--- config.mk ---
export PLATFORM = sky130hd
export DESIGN_NAME = io_sequence_monitor_flat
export DESIGN_NICKNAME = d
export VERILOG_FILES = /design/src/rtl/io_sequence_monitor_if.sv /design/src/rtl/io_sequence_monitor.sv /design/src/flat_wrapper.sv
export SDC_FILE = /design/constraint.sdc
export NUM_CORES = 1
export LEC_CHECK = 0
export CAP_MARGIN = 0
export CORE_UTILIZATION = 55
export CTS_CLUSTER_DIAMETER = 100
export CTS_CLUSTER_SIZE = 14
export DETAILED_ROUTE_END_ITERATION = 16
export GPL_TIMING_DRIVEN = 0
export PLACE_DENSITY = 0.83
export SETUP_SLACK_MARGIN = 0.02
export SLEW_MARGIN = 40
export SYNTH_ARGS = -nofsm -noshare
export SYNTH_HDL_FRONTEND = slang
export SYNTH_SLANG_ARGS = --single-unit
--- constraint.sdc ---
create_clock -name CLK -period 5.9 [get_ports CLK]
set_input_delay 0.885 -clock CLK [delete_from_list [all_inputs] [get_ports CLK]]
set_output_delay 0.885 -clock CLK [all_outputs]
set_load 0.005 [all_outputs]
--- src/rtl/io_sequence_monitor_if.sv ---
// Bus bundle for io_sequence_monitor: monitored input, sequence-RAM write port,
// run configuration and status. The harness/bench is master, the monitor is slave.
interface io_sequence_monitor_if #(
  parameter int WIDTH     = 8,
  parameter int DEPTH     = 16,
  parameter int TIMEOUT_W = 24
);
  localparam int AW = $clog2(DEPTH);

  logic [WIDTH-1:0]     bus_in;
  logic                 wr_en;
  logic [AW-1:0]        wr_addr;
  logic [WIDTH-1:0]     wr_value;
  logic [WIDTH-1:0]     wr_mask;
  logic [AW:0]          seq_len;
  logic [TIMEOUT_W-1:0] timeout_limit;
  logic                 strict;
  logic                 start;
  logic                 busy;
  logic                 pass;
  logic                 fail;
  logic [1:0]           fail_code;
  logic [AW:0]          match_idx;

  modport master (
    output bus_in, wr_en, wr_addr, wr_value, wr_mask,
    output seq_len, timeout_limit, strict, start,
    input  busy, pass, fail, fail_code, match_idx
  );

  modport slave (
    input  bus_in, wr_en, wr_addr, wr_value, wr_mask,
    input  seq_len, timeout_limit, strict, start,
    output busy, pass, fail, fail_code, match_idx
  );
endinterface

--- src/rtl/io_sequence_monitor.sv ---
// Self-check monitor: waits for an ordered sequence of masked values on an
// asynchronous bus and reports pass, or fail with a timeout/order reason code.
module io_sequence_monitor #(
  parameter int WIDTH         = 8,
  parameter int DEPTH         = 16,
  parameter int TIMEOUT_W     = 24,
  parameter int STABLE_CYCLES = 2
) (
  input logic                  CLK,
  input logic                  reset,
  io_sequence_monitor_if.slave mon
);
  localparam int AW = $clog2(DEPTH);
  localparam int LW = AW + 1;
  localparam int CW = $clog2(STABLE_CYCLES + 1);
  localparam logic [CW-1:0] STABLE_FULL  = CW'(STABLE_CYCLES);
  localparam logic [CW-1:0] STABLE_LAST  = CW'(STABLE_CYCLES - 1);
  localparam logic          SINGLE_CYCLE = (STABLE_CYCLES == 1);
  localparam logic [LW-1:0] DEPTH_LEN    = LW'(DEPTH);
  localparam logic [1:0]    CODE_NONE    = 2'b00;
  localparam logic [1:0]    CODE_TIMEOUT = 2'b01;
  localparam logic [1:0]    CODE_ORDER   = 2'b10;

  typedef enum logic [1:0] {
    IDLE  = 2'd0,
    ARMED = 2'd1,
    PASS  = 2'd2,
    FAIL  = 2'd3
  } state_t;

  function automatic logic masked_eq(input logic [WIDTH-1:0] a,
                                     input logic [WIDTH-1:0] b,
                                     input logic [WIDTH-1:0] m);
    return ((a ^ b) & m) == {WIDTH{1'b0}};
  endfunction

  logic [WIDTH-1:0]     val_mem  [DEPTH];
  logic [WIDTH-1:0]     mask_mem [DEPTH];

  logic [WIDTH-1:0]     sync1_r, sync2_r, prev_r, qval_r;
  logic [CW-1:0]        cnt_r;
  logic                 qual_r;
  state_t               state_r;
  logic                 busy_r, pass_r, fail_r, strict_r;
  logic [1:0]           code_r;
  logic [LW-1:0]        match_idx_r, len_r;
  logic [TIMEOUT_W-1:0] tcnt_r, lim_r;

  logic                 changed_s, qual_s, hit_cur_s, hit_prv_s, timeout_s;
  logic [AW-1:0]        idx_s, prv_s;
  logic [LW-1:0]        match_nxt_s;

  // Stability qualification, entry compare and timeout detection
  always_comb begin
    changed_s   = (sync2_r != prev_r);
    qual_s      = 1'b0;
    timeout_s   = 1'b0;
    if (changed_s) begin
      qual_s = SINGLE_CYCLE;
    end else begin
      qual_s = (cnt_r == STABLE_LAST);
    end
    idx_s       = match_idx_r[AW-1:0];
    prv_s       = idx_s - AW'(1);
    match_nxt_s = match_idx_r + LW'(1);
    hit_cur_s   = masked_eq(qval_r, val_mem[idx_s], mask_mem[idx_s]);
    hit_prv_s   = (match_idx_r != {LW{1'b0}}) && masked_eq(qval_r, val_mem[prv_s], mask_mem[prv_s]);
    if (lim_r != {TIMEOUT_W{1'b0}}) begin
      timeout_s = (tcnt_r == lim_r - TIMEOUT_W'(1));
    end else begin
      timeout_s = 1'b0;
    end
  end

  // Two-flop synchronizer plus one qualify pulse per newly stable value
  always_ff @(posedge CLK or posedge reset) begin
    if (reset) begin
      sync1_r <= {WIDTH{1'b0}};
      sync2_r <= {WIDTH{1'b0}};
      prev_r  <= {WIDTH{1'b0}};
      qval_r  <= {WIDTH{1'b0}};
      cnt_r   <= {CW{1'b0}};
      qual_r  <= 1'b0;
    end else begin
      sync1_r <= mon.bus_in;
      sync2_r <= sync1_r;
      prev_r  <= sync2_r;
      qual_r  <= qual_s;
      if (qual_s) begin
        qval_r <= sync2_r;
      end
      if (changed_s) begin
        cnt_r <= CW'(1);
      end else if (cnt_r != STABLE_FULL) begin
        cnt_r <= cnt_r + CW'(1);
      end
    end
  end

  // Sequence RAM write port, closed while a run is armed
  always_ff @(posedge CLK) begin
    if (mon.wr_en && !busy_r) begin
      val_mem[mon.wr_addr]  <= mon.wr_value;
      mask_mem[mon.wr_addr] <= mon.wr_mask;
    end
  end

  // Control FSM with registered status outputs; start from any state re-arms
  always_ff @(posedge CLK or posedge reset) begin
    if (reset) begin
      state_r     <= IDLE;
      busy_r      <= 1'b0;
      pass_r      <= 1'b0;
      fail_r      <= 1'b0;
      code_r      <= CODE_NONE;
      match_idx_r <= {LW{1'b0}};
      len_r       <= {LW{1'b0}};
      lim_r       <= {TIMEOUT_W{1'b0}};
      tcnt_r      <= {TIMEOUT_W{1'b0}};
      strict_r    <= 1'b0;
    end else if (mon.start) begin
      lim_r       <= mon.timeout_limit;
      strict_r    <= mon.strict;
      tcnt_r      <= {TIMEOUT_W{1'b0}};
      fail_r      <= 1'b0;
      code_r      <= CODE_NONE;
      match_idx_r <= {LW{1'b0}};
      len_r       <= (mon.seq_len > DEPTH_LEN) ? DEPTH_LEN : mon.seq_len;
      if (mon.seq_len == {LW{1'b0}}) begin
        state_r <= PASS;
        busy_r  <= 1'b0;
        pass_r  <= 1'b1;
      end else begin
        state_r <= ARMED;
        busy_r  <= 1'b1;
        pass_r  <= 1'b0;
      end
    end else begin
      case (state_r)
        ARMED: begin
          if (tcnt_r != {TIMEOUT_W{1'b1}} && lim_r != {TIMEOUT_W{1'b0}}) begin
            tcnt_r <= tcnt_r + TIMEOUT_W'(1);
          end
          // Final match outranks timeout, which outranks an order violation
          if (qual_r && hit_cur_s && match_nxt_s == len_r) begin
            state_r     <= PASS;
            busy_r      <= 1'b0;
            pass_r      <= 1'b1;
            match_idx_r <= match_nxt_s;
          end else if (timeout_s) begin
            state_r <= FAIL;
            busy_r  <= 1'b0;
            fail_r  <= 1'b1;
            code_r  <= CODE_TIMEOUT;
          end else if (qual_r && hit_cur_s) begin
            match_idx_r <= match_nxt_s;
          end else if (qual_r && strict_r && !hit_prv_s) begin
            state_r <= FAIL;
            busy_r  <= 1'b0;
            fail_r  <= 1'b1;
            code_r  <= CODE_ORDER;
          end
        end
        IDLE, PASS, FAIL: begin
          state_r <= state_r;
        end
        default: begin
          state_r <= IDLE;
          busy_r  <= 1'b0;
          pass_r  <= 1'b0;
          fail_r  <= 1'b0;
          code_r  <= CODE_NONE;
        end
      endcase
    end
  end

  assign mon.busy      = busy_r;
  assign mon.pass      = pass_r;
  assign mon.fail      = fail_r;
  assign mon.fail_code = code_r;
  assign mon.match_idx = match_idx_r;
endmodule

--- src/flat_wrapper.sv ---
// flat-port wrapper written by rule: the top's interface ports become plain ports
module io_sequence_monitor_flat 
#(
  parameter int WIDTH         = 8,
  parameter int DEPTH         = 16,
  parameter int TIMEOUT_W     = 24,
  parameter int STABLE_CYCLES = 2
)
  (CLK, reset, mon_bus_in, mon_wr_en, mon_wr_addr, mon_wr_value, mon_wr_mask, mon_seq_len, mon_timeout_limit, mon_strict, mon_start, mon_busy, mon_pass, mon_fail, mon_fail_code, mon_match_idx);
  io_sequence_monitor_if #(.WIDTH(WIDTH), .DEPTH(DEPTH), .TIMEOUT_W(TIMEOUT_W)) mon_i ();
  input logic CLK;
  input logic reset;
  input wire logic [$bits(mon_i.bus_in)-1:0] mon_bus_in;
  input wire logic [$bits(mon_i.wr_en)-1:0] mon_wr_en;
  input wire logic [$bits(mon_i.wr_addr)-1:0] mon_wr_addr;
  input wire logic [$bits(mon_i.wr_value)-1:0] mon_wr_value;
  input wire logic [$bits(mon_i.wr_mask)-1:0] mon_wr_mask;
  input wire logic [$bits(mon_i.seq_len)-1:0] mon_seq_len;
  input wire logic [$bits(mon_i.timeout_limit)-1:0] mon_timeout_limit;
  input wire logic [$bits(mon_i.strict)-1:0] mon_strict;
  input wire logic [$bits(mon_i.start)-1:0] mon_start;
  output wire logic [$bits(mon_i.busy)-1:0] mon_busy;
  output wire logic [$bits(mon_i.pass)-1:0] mon_pass;
  output wire logic [$bits(mon_i.fail)-1:0] mon_fail;
  output wire logic [$bits(mon_i.fail_code)-1:0] mon_fail_code;
  output wire logic [$bits(mon_i.match_idx)-1:0] mon_match_idx;
  assign mon_i.bus_in = mon_bus_in;
  assign mon_i.wr_en = mon_wr_en;
  assign mon_i.wr_addr = mon_wr_addr;
  assign mon_i.wr_value = mon_wr_value;
  assign mon_i.wr_mask = mon_wr_mask;
  assign mon_i.seq_len = mon_seq_len;
  assign mon_i.timeout_limit = mon_timeout_limit;
  assign mon_i.strict = mon_strict;
  assign mon_i.start = mon_start;
  assign mon_busy = mon_i.busy;
  assign mon_pass = mon_i.pass;
  assign mon_fail = mon_i.fail;
  assign mon_fail_code = mon_i.fail_code;
  assign mon_match_idx = mon_i.match_idx;
  io_sequence_monitor #(.WIDTH(WIDTH), .DEPTH(DEPTH), .TIMEOUT_W(TIMEOUT_W), .STABLE_CYCLES(STABLE_CYCLES)) u_core (.CLK(CLK), .reset(reset), .mon(mon_i));
endmodule
==> metrics, run 1 <==
Buf/Inv on CP 9; average size of a mapped cell 13.8 µm²; initial core utilization 55.9%; wire per inst 28.2 µm; Worst Tran Pin Value 1.01 ns; crit end category register; Mapped Nets 1350; initial antenna violation count 0; minimum clock period 5.75 ns; startpoint types register; root buffer cell clkbuf_16; Hold Path Class register to register; CP Launch Point u_core.mon.match_idx[0]; DP Wirelength 36100 µm; fin util 64.1%; critical path's slowest cell buf_2; Pwr per Cell Area 247 nW/µm²; Final Slew Violations 0; DRT Wirelength 51700 µm; sequential share of the synthesized area 57.7%; Largest delay share family, worst path buffers and inverters; Total Routing Usage GR 31.9%; CP arrival 6.20 ns; Peak VDD IR 0.000232 V; die footprint 32900 µm²; vias in the first global route 12700; CP required 6.34 ns; final setup vio count 0; DR vias 12600; critical hold path startpoint u_core.sync1_r[7]; Clk pin slew, worst setup/hold paths 0.08 ns; post-synthesis cell type count 80; vias per inst 6.89; Multi-input gate area 7200 µm²; Final Hold Vio Count 0; period utilization 97.5%; ys async rst share 28.3%; Synthesis Warnings 0; largest net degree at the start of global routing 61; Antenna Violating Nets Remaining 0; Rows 65; port bufs 70; post-route cell area 20300 µm²; TritonCTS clock tree done; Max Cap Violations 0; Num CTS Buffers 29; achievable frequency 174 MHz; placer congestion estimate 0.970; Post-Syn Instances 1281; FF+latch area 10200 µm²; Clock Sinks 357; CP max FO 11; CP Class register to register; CP cell instances buf_4 > buf_4 > buf_4 > buf_4 > clkinvlp_4 > buf_2 > ha_1 > buf_2 > buf_2 > buf_2 > mux4_2 > nand3b_1 > nand3_1 > o21ai_0 > mux2i_1 > o311ai_0 > a21boi_1 > nor2_1 > a2bb2oi_1; # nets final 1478; gr ovfl total 0; layout cells sized above 1 17.6%; prevailing post-synth register cell edfxtp_1; Pleak 6.97 nW; die height 181 µm; CTS H-tree depth 1; RSZ-0062 raised after global routing false; global-route wire length before repair 77400 µm; Fillers 2231; worst r2r src u_core.mon.match_idx[0]; Clk Latency, worst-skew pair 0.59 ns; Chip Width 181 µm; core area 31600 µm²; Max clock buf depth 3; CP peak stage delay 0.44 ns; Post-synth EDFFs 256; Post-Syn Area 17700 µm²; relative slew slack 32.5%; drc violations 0; IO Count 72; area grow syn2layout 14.6%; Cell Area, Placed 19400 µm²; First-pass DRT Iterations 5; initial DRC count 1747; status complete, no violations; antenna cell count 0; clk_skew 0.0283 ns; FF+latch count, synth 357
synth_stat cells, types with 13 or more instances:
master / number / area [µm²]
a21oi_1: 24 / 120
nand3_1: 40 / 200
buf_2: 14 / 70.1
mux2i_1: 52 / 521
xor2_1: 47 / 412
edfxtp_1: 256 / 7690
inv_1: 23 / 86.3
mux4_2: 88 / 1980
nand4_1: 19 / 119
nand2b_1: 29 / 181
xnor2_1: 56 / 490
nand2_1: 104 / 390
nor2_1: 79 / 297
dfrtp_1: 101 / 2530
o21ai_0: 25 / 125
and3_1: 13 / 81.3
mux2_2: 26 / 293
nor3_1: 21 / 105
clkbuf_1: 32 / 120
layout make-up:
class	instances	share of cell area, %
sequential	357	50.4
tap	402	2.48
multi-input combinational	831	35.5
timing repair buffer	99	5.30
clock buffer	49	3.95
buffer	65	1.70
clock inverter	2	0.142
inverter	26	0.537
kinds of logic after synthesis:
kind of cell	synth area share (%)
compound gates	6.42
xor+xnor	5.10
fa+ha+maj	0.495
buf+inv	2.41
flops	57.7
mux	15.9
simple gates	11.9
repair_timing:
item | CTS | global route
buffers inserted | 0 | 2
hold buffers | 0 | 0
endpoints found under the setup margin | 6 | 5
resized for setup | 12 | 11
registers in the layout (all words and copies together), names as in the netlist, 2 cells and up:
signal	flops
u_core.sync1_r	8
u_core.tcnt_r	24
u_core.mask_mem	128
u_core.val_mem	128
u_core.qval_r	8
u_core.prev_r	8
u_core.cnt_r	2
u_core.mon.fail_code	2
u_core.mon.match_idx	5
u_core.sync2_r	8
u_core.state_r	2
u_core.lim_r	24
u_core.len_r	5
per-layer routing:
layer | share of wire, % | wire length (µm) | global-route usage, %
met4 | 6.2 | 3210 | 17.2
met2 | 45 | 23000 | 47.9
met3 | 14 | 7250 | 9.85
met5 | 0 | 0 | 0
met1 | 35 | 18200 | 41.9
worst register-to-register path: cells and delay by family (launching register included):
kind | cells | cell delay [ns]
AO/OA/AOI/OAI | 4 | 0.96
adder cells (fa/ha/maj) | 1 | 0.37
buffers and inverters | 9 | 2.77
flip-flops | 1 | 0.41
multiplexers | 2 | 0.66
AND/OR/NAND/NOR | 3 | 0.45
placed cells by master, fill, tap and decap left out, types with 21 or more instances in the layout:
master and n:
o21ai_0 24, inv_1 21, dfrtp_1 101, buf_2 21, clkbuf_16 29, a21oi_1 24
clkdlybuf4s50_1 70, nand3_1 40, xor2_1 46, nand2_1 104, nor2_1 67, edfxtp_1 256
mux2i_1 52, mux2_2 26, buf_4 23, mux4_2 88, clkbuf_1 43, nand2b_1 29
xnor2_1 55
where the power goes:
group	internal, W	switching [W]
clock network	0.000924	0.000892
logic	0.000165	0.000220
registers	0.00274	0.0000530
total	0.00383	0.00117
path summary, 6_finish.rpt:
check                               endpoint  slack [ns]  depth (start not counted)
setup / recovery             u_core.mon.busy        0.15                         19
hold / removal             u_core.sync2_r[7]        0.35                          0
setup reg to reg             u_core.mon.busy        0.15                         19
hold reg to reg            u_core.sync2_r[7]        0.35                          0
max in group asynchronous  u_core.tcnt_r[19]        4.58                          3
min in group asynchronous   u_core.qval_r[2]        0.70                          2
metrics by stage:
stage	worst slack (ns)	setup TNS [ns]	hold WS, ns	total power (W)	instances
2_1_floorplan	1.71	0	0.331	0.00306	1281
3_3_place_gp	-0.527	-2.18	0.335	0.00320	1753
3_5_place_dp	-0.746	-3.25	0.336	0.00322	1780
4_1_cts	0.106	0	0.351	0.00499	1829
5_1_grt	0.0247	0	0.357	0.00512	1831
6_report	0.148	0	0.347	0.00500	1831
Note: power is estimated with default switching activity, not from simulation.
==> inputs of run 2 (changes only) <==
Settings changed: GPL_ROUTABILITY_DRIVEN from default to 0.
==> metrics, run 2 (synthesis results as in run 1) <==
area grow syn2layout 14.5% (about the same); die footprint 32900 µm² (unchanged); Fillers 2173 (-2.6%); initial core utilization 55.9% (unchanged); CTS H-tree depth 1 (unchanged); crit path capture u_core.mon.busy; Final Power 0.00498 W (-0.35%); crit end category register; Hold Crit Depth 0 (unchanged); CP cell instances buf_4 > buf_4 > buf_4 > buf_4 > clkinvlp_4 > buf_2 > ha_1 > buf_2 > buf_2 > buf_4 > mux2i_1 > nor2_1 > a22o_1 > nor4_2 > o221ai_1 > o2111ai_1 > a21boi_1 > nor2_1 > a2bb2oi_1; Critical Path Most Common Cell buf_4; core area 31600 µm² (unchanged); root buffer cell clkbuf_16; Antenna Violating Nets Remaining 0 (unchanged); RSZ-0062 raised after global routing false; Peak VDD IR 0.000252 V (+8.7%); IO Count 72 (unchanged); Hold Path Class register to register; Clk Latency, worst-skew pair 0.57 ns (-0.02 ns); drc violations 0 (unchanged); port bufs 70 (unchanged); CP max FO 11 (unchanged); global-route wire length before repair 76300 µm (-1.4%); setup TNS 0 ns (unchanged); vias per inst 6.94 (+0.76%); largest net degree at the start of global routing 80 (+31%); CP peak stage delay 0.44 ns (about the same); Max Cap Violations 0 (unchanged); Final Hold Vio Count 0 (unchanged); commonest non-fill, non-tap cells in the layout 256 x edfxtp_1, 104 x nand2_1, 101 x dfrtp_1; TritonCTS clock tree done; First-pass DRT Iterations 6 (+1); Pleak 6.97 nW (about the same); die height 181 µm (unchanged); DR vias 12700 (+0.76%); Pwr per Cell Area 246 nW/µm² (-0.32%); r2r setup slk 0.23 ns (+0.08 ns); initial antenna violation count 1 (+1); gr ovfl total 0 (unchanged); CP Class register to register; initial DRC count 2052 (+17%); Clock Sinks 357 (unchanged); critical path's slowest cell nor4_2; FF-to-FF path depth 19 (unchanged); Buf/Inv on CP 9 (unchanged); Rows 65 (unchanged); Final Slew Violations 0 (unchanged); # nets final 1477 (-0.068%); CP Launch Point u_core.mon.match_idx[0]; Crit. path cell count 19 (unchanged); period utilization 96.1% (-1.4 points); Max clock buf depth 3 (unchanged); placed cells 1779 (-0.056%); startpoint types register; achievable frequency 176 MHz (+1.5%); Largest delay share family, worst path buffers and inverters; clk_skew 0.0214 ns (-0.00687 ns); Chip Width 181 µm (unchanged); DRT Wirelength 51200 µm (-0.98%); Num CTS Buffers 29 (unchanged); Layout Cells excl Fill 1831 (unchanged); Worst Tran Pin Value 0.877 ns (-0.136 ns); CP required 6.38 ns (+0.04 ns); final setup vio count 0 (unchanged); critical hold path startpoint u_core.sync1_r[2]; Largest regs u_core.mask_mem (128), u_core.val_mem (128); Total Routing Usage GR 31.3% (-0.62 points); minimum clock period 5.67 ns (-0.0824 ns); vias in the first global route 12700 (+0.016%); FF+latch area 10200 µm² (unchanged); status complete, no violations; layout cells sized above 1 17.6% (unchanged); worst r2r src u_core.mon.match_idx[0]; commonest non-fill, non-tap cell in the layout edfxtp_1; fin util 64.1% (about the same); DP Wirelength 35400 µm (-2.1%); worst flop-to-flop path endpoint u_core.mon.busy; Clk pin slew, worst setup/hold paths 0.07 ns (about the same); Multi-input gate area 7200 µm² (about the same); relative slew slack 41.5% (+9.1 points); antenna cell count 0 (unchanged); wire per inst 28.0 µm (-0.98%); CP arrival 6.15 ns (-0.05 ns)
==> run 2: power by group <==
group / switching, W / total [W] / internal [W]
logic: 0.000220 / 0.000385 / 0.000165
registers: 0.0000531 / 0.00280 / 0.00274
clock network: 0.000876 / 0.00180 / 0.000923
total: 0.00115 / 0.00498 / 0.00383
==> run 2: worst register-to-register path, delay by kind of cell, from the launching register on <==
kind	cells	cell delay [ns]
buf+inv	9	2.70
fa+ha+maj	1	0.34
mux	1	0.23
flops	1	0.42
simple gates	3	0.68
compound gates	5	1.22
==> run 2: per-layer routing <==
metal  global-route usage (%)  part of all wire [%]  vias up  routed length, µm
met2                     49.0                    45     1075              23300
met3                     8.10                    14      244               7100
met1                     41.0                    35     6206              18000
met4                     15.3                   5.6        2               2850
li1                         -                     -     5186                  -
met5                        0                 0.025        -                 13
==> run 2: worst min-delay path by stage <==
stage	slack, ns	end
2_1_floorplan	0.33	u_core.sync2_r[0]
3_3_place_gp	0.34	u_core.sync2_r[5]
3_5_place_dp	0.34	u_core.sync2_r[6]
4_1_cts	0.35	u_core.sync2_r[6]
5_1_grt	0.36	u_core.sync2_r[7]
6_report	0.35	u_core.sync2_r[2]
==> run 2: layout make-up <==
cell class,count,area share (%)
Buffer,65,1.73
Clock buffer,50,3.97
Clock inverter,2,0.0864
Inverter,26,0.537
Multi-Input combinational cell,831,35.5
Sequential cell,357,50.4
Tap cell,402,2.48
Timing Repair Buffer,98,5.25
==> run 2: what timing repair did <==
item / in CTS / in global routing
hold buffers: 0 / 0
setup buffers: 0 / 2
resized for setup: 9 / 12
endpoints found under the setup margin: 7 / 5
==> run 2: stage by stage <==
stage	area, µm²	setup WS (ns)	hold WS, ns
floorplan	17700	1.71	0.331
global placement	18900	-0.511	0.335
detailed placement	19400	-0.627	0.338
CTS	20200	0.0699	0.353
global route	20300	0.0831	0.360
finish	20300	0.230	0.349
